==> src/rtl/bfp16_operand_pair_buffer.sv <==
// BFP16 operand pair buffer: two independent show-ahead lane FIFOs (A from
// demux out0, B from demux out1) that issue aligned (A,B) pairs to the matmul
// multiplier over a valid/ready handshake. Operand words are opaque.
module bfp16_operand_pair_buffer #(
  parameter int DATA_TYPE = 16,
  parameter int DEPTH     = 4,
  parameter int CNT_W     = 16
) (
  input  logic                   clk,
  input  logic                   rst_n,
  input  logic                   flush,
  input  logic                   a_valid,
  input  logic [DATA_TYPE-1:0]   a_data,
  output logic                   a_ready,
  input  logic                   b_valid,
  input  logic [DATA_TYPE-1:0]   b_data,
  output logic                   b_ready,
  output logic                   pair_valid,
  output logic [DATA_TYPE-1:0]   pair_a,
  output logic [DATA_TYPE-1:0]   pair_b,
  input  logic                   pair_ready,
  output logic [$clog2(DEPTH):0] a_level,
  output logic [$clog2(DEPTH):0] b_level,
  output logic [CNT_W-1:0]       pair_count
);

  localparam int PTR_W = $clog2(DEPTH);
  localparam int LVL_W = PTR_W + 1;
  localparam logic [LVL_W-1:0] FULL_LVL = LVL_W'(DEPTH);

  logic [DATA_TYPE-1:0] mem_a [DEPTH];
  logic [DATA_TYPE-1:0] mem_b [DEPTH];
  logic [PTR_W-1:0]     wr_a, rd_a, wr_b, rd_b;
  logic                 a_empty, b_empty;
  logic                 push_a, push_b, pop;

  // Readiness and pair availability come only from registered levels, so
  // pair_ready never reaches a_ready/b_ready combinationally.
  always_comb begin
    a_empty    = (a_level == '0);
    b_empty    = (b_level == '0);
    a_ready    = (a_level != FULL_LVL);
    b_ready    = (b_level != FULL_LVL);
    pair_valid = !a_empty && !b_empty;
    pair_a     = a_empty ? '0 : mem_a[rd_a];
    pair_b     = b_empty ? '0 : mem_b[rd_b];
    push_a     = a_valid && a_ready && !flush;
    push_b     = b_valid && b_ready && !flush;
    pop        = pair_valid && pair_ready && !flush;
  end

  // Operand storage is data only and carries no reset.
  always_ff @(posedge clk) begin
    if (push_a) mem_a[wr_a] <= a_data;
    if (push_b) mem_b[wr_b] <= b_data;
  end

  // A-lane pointers and occupancy; flush wins over any same-cycle transfer.
  always_ff @(posedge clk or negedge rst_n) begin
    if (!rst_n) begin
      wr_a    <= '0;
      rd_a    <= '0;
      a_level <= '0;
    end else if (flush) begin
      wr_a    <= '0;
      rd_a    <= '0;
      a_level <= '0;
    end else begin
      if (push_a) wr_a <= wr_a + PTR_W'(1);
      if (pop)    rd_a <= rd_a + PTR_W'(1);
      case ({push_a, pop})
        2'b10:   a_level <= a_level + LVL_W'(1);
        2'b01:   a_level <= a_level - LVL_W'(1);
        default: a_level <= a_level;
      endcase
    end
  end

  // B-lane pointers and occupancy, mirroring the A lane.
  always_ff @(posedge clk or negedge rst_n) begin
    if (!rst_n) begin
      wr_b    <= '0;
      rd_b    <= '0;
      b_level <= '0;
    end else if (flush) begin
      wr_b    <= '0;
      rd_b    <= '0;
      b_level <= '0;
    end else begin
      if (push_b) wr_b <= wr_b + PTR_W'(1);
      if (pop)    rd_b <= rd_b + PTR_W'(1);
      case ({push_b, pop})
        2'b10:   b_level <= b_level + LVL_W'(1);
        2'b01:   b_level <= b_level - LVL_W'(1);
        default: b_level <= b_level;
      endcase
    end
  end

  // Issued-pair counter, wrapping naturally at 2^CNT_W.
  always_ff @(posedge clk or negedge rst_n) begin
    if (!rst_n) begin
      pair_count <= '0;
    end else if (flush) begin
      pair_count <= '0;
    end else if (pop) begin
      pair_count <= pair_count + CNT_W'(1);
    end
  end

endmodule

==> config.mk <==
export PLATFORM = sky130hd
export DESIGN_NAME = bfp16_operand_pair_buffer
export DESIGN_NICKNAME = d
export VERILOG_FILES = /design/src/rtl/bfp16_operand_pair_buffer.sv
export SDC_FILE = /design/constraint.sdc
export NUM_CORES = 1
export LEC_CHECK = 0
export CORE_UTILIZATION = 47
export CTS_CLUSTER_SIZE = 10
export DETAILED_ROUTE_END_ITERATION = 7
export DONT_BUFFER_PORTS = 1
export SLEW_MARGIN = 25
export SYNTH_ARGS = -nofsm -noshare
export SYNTH_HDL_FRONTEND = slang
export SYNTH_SLANG_ARGS = --single-unit
==> constraint.sdc <==
create_clock -name clk -period 3.15 [get_ports clk]
set_input_delay 0.4725 -clock clk [delete_from_list [all_inputs] [get_ports clk]]
set_output_delay 0.4725 -clock clk [all_outputs]
set_load 0.03 [all_outputs]
==> impl_metrics.ini <==
[status]
status = finished, final reports clean

[timing]
timing.setup.tns_ns = 0
worst-slew-pin-transition_ns = 0.889
setup-violations-final = 0
maximum_achievable_frequency_mhz = 393
relSlewSlack_pct = 40.7
skew_ns = 0.00806
grt_setup_unrepaired = false
timing.final.crit_period_ns = 2.55
finalCritPeriodShare_pct = 80.8
final_max_slew_violation_count = 0
final_hold_viol_count = 0

[finish]
synthToLayoutAreaGrowth_pct = 11.5
layout.filler_cells = 1092
fraction_of_final_layout_cells_with_drive_strength_greater_than_1_pct = 20.2
final_util_pct = 54.1
multi_input_area_um2 = 2010
layout.area.seq_um2 = 4590
fin_nets = 472

[floorplanning]
start_util_pct = 48.5
ios = 95
die_y_um = 122
coreArea_um2 = 13900
die-width_um = 122
fp-row-count = 43
dieArea_um2 = 14900

[power]
netSwitchingPower_w = 0.00129
power.combinational.fraction_pct = 14.1
ir_drop_uv = 322
power.share.switching_pct = 25.8
post-layout-total-power_w = 0.00500
power_leakage_nw = 2.50
power_density_over_the_cells_nw_per_um2 = 664
p_clk_share_pct = 38.6
pwr-share-seq_pct = 47.3
cell_internal_power_dissipation_w = 0.00371

[logic_synthesis]
synth.yosys.seq_area_share_pct = 68.0
synth.area.top_cells = edfxtp_1 57%, dfrtp_1 11%, mux4_2 11%
synthCells = 414
asyncSetResetFlopFracSynth_pct = 19.0
ys.warnings.count = 0
postSynthAreaPerCell_um2 = 16.3
number_of_flops_mapped_to_enable_cells_by_yosys = 128
synth.distinct_cells = 45
syn_area_um2 = 6760
synthDominantCellAreaShare_pct = 56.9
synth-seq-cells = 158
synth_nets = 463
yosysTopAreaCell = edfxtp_1
ys.flop_type = edfxtp_1

[drt]
routed_wl_per_cell_um = 19.7
route.vias.total = 3495
routed_antenna_nets = 0
routed_wirelength_um = 12100
dr.first_iter.drc_count = 216
detail_route.first_pass.iterations = 4
viasPerCell = 5.66
drt_drc_violations_left = 0

[cts]
cts_max_path_buffers = 2
clk_pin_slew_ns = 0.06
root_buffer = clkbuf_16
worstSkewPairLatency_ns = 0.42
tritoncts.num_buffers = 17
tritoncts_sinks = 158
post_cts.repair.setup_buffers = 0
htree_levels = 4
tritoncts = done

[setup_path]
startpoint_type = flip-flop
path_max_fanout = 5
crit_arrival_ns = 2.85
timing.reg2reg.worst_path_depth = 7
criticalPathCategory = flip-flop to flip-flop
worstSetupEndpointType = flip-flop
timing.critical_path.required_ns = 3.45

[grt]
initial_antenna_violation_count = 0
grt_remaining_overflow = 0
grt_pass1_wl_um = 19200
total_global_route_track_usage_pct = 17.9
grt_max_degree = 36
first_global_vias = 3592

[run]
max_cap_check_violation_count = 0

[min_path]
hold_path.class = primary input to flip-flop
whs_path_depth = 1

[place]
global_placement_routability_congestion = 0.758
dp.final_hpwl_um = 7430
buffer_ports.inserted = 0
metrics by stage:
stage / area [µm²] / hold slack (ns) / setup slack, ns / std cells
6_report: 7540 / 0.108 / 0.603 / 617
5_1_grt: 7540 / 0.0894 / 0.368 / 616
3_5_place_dp: 6950 / 0.178 / 0.642 / 582
4_1_cts: 7540 / 0.0916 / 0.561 / 616
2_1_floorplan: 6760 / 0.177 / 0.311 / 414
3_3_place_gp: 6950 / 0.178 / 0.711 / 582
power groups by stage:
stage | sequential (W) | combinational [W] | clock [W]
floorplan | 0.00243 | 0.000555 | 0
global placement | 0.00240 | 0.000699 | 0
detailed placement | 0.00241 | 0.000706 | 0
CTS | 0.00237 | 0.000719 | 0.00197
global route | 0.00237 | 0.000772 | 0.00205
finish | 0.00237 | 0.000706 | 0.00193
flip-flops by register name, summed over array words and instances, names as in the netlist:
signal	count
a_level	3
mem_b	64
mem_a	64
rd_b	2
wr_b	2
wr_a	2
rd_a	2
b_level	3
pair_count	16
per-layer routing:
| layer | wire, µm | vias to the layer above | GRT usage [%] |
|---|---|---|---|
| met1 | 5190 | 1774 | 22.2 |
| met4 | 167 | 0 | 6.79 |
| met2 | 5980 | 84 | 28.1 |
| met5 | 0 | - | 0 |
| met3 | 789 | 14 | 7.21 |
| li1 | - | 1623 | - |
cells by family (layout without fill, tap and decap cells):
group / after synthesis / count (layout) / synth area share (%)
compound gates: 46 / 46 / 4.53
xor+xnor: 15 / 15 / 1.94
fa+ha+maj: 11 / 11 / 2.26
buf+inv: 32 / 54 / 2.37
flops: 158 / 158 / 68.0
mux: 32 / 32 / 10.7
other cells: 0 / 1 / 0
simple gates: 120 / 120 / 10.3
layout by cell type, fill, tap and decap left out, drive strengths merged, types with 12 or more instances in the layout:
master and n:
nor2 19, edfxtp 128, clkbuf 20, a21oi 16
dfrtp 30, nand2 14, mux4 32, xnor2 12
and2 24, buf 14, nand3 13
final timing paths:
check	start	slack, ns	endpoint
min reg2reg	rd_a[1]	0.54	rd_a[1]
max	b_level[1]	0.60	b_level[2]
min	flush	0.11	a_level[2]
max reg2reg	b_level[1]	0.60	b_level[2]
min in group asynchronous	rst_n	0.49	pair_count[7]
max in group asynchronous	rst_n	2.49	rd_a[1]
critical path, stage by stage, from the launching register on:
cell	delay [ns]
dfrtp_1	0.37
or3b_2	0.62
a2111oi_0	0.55
fa_1	0.35
nor3_1	0.08
a22o_1	0.19
a32oi_1	0.17
a21oi_1	0.09
final cells by class:
type	instances	share of cell area, %
timing repair buffer	15	1.69
clock inverter	12	1.61
inverter	7	0.348
tap	180	2.99
clock buffer	20	5.79
sequential	158	60.9
multi-input combinational	224	26.6
antenna	1	0.0332
cells in the mapped netlist (2+ instances only):
library cell / number
or4_1: 9
edfxtp_1: 128
fa_1: 2
buf_2: 6
xor2_1: 3
or3b_2: 2
nand2_1: 14
xnor2_1: 12
a2111oi_0: 3
nor3_2: 2
nor3_1: 6
nand3b_1: 3
nor2b_1: 9
dfrtp_1: 30
a32oi_1: 2
clkbuf_1: 12
or2_2: 2
ha_1: 9
and2b_2: 7
buf_4: 2
mux4_2: 32
nor4_1: 2
or3_1: 3
o31ai_1: 9
nor2_1: 19
and2_1: 24
nand4_1: 2
o21ai_0: 7
a21oi_1: 16
buf_1: 2
inv_1: 7
a22o_1: 2
nand3_1: 13
buf_6: 2
timing repair:
action / CTS / global route
setup endpoints to repair: 0 / 0
endpoints found under the hold margin: 30 / 0
hold buffers: 2 / 0
gates resized for setup: 0 / 0
Note: power is estimated with default switching activity, not from simulation.
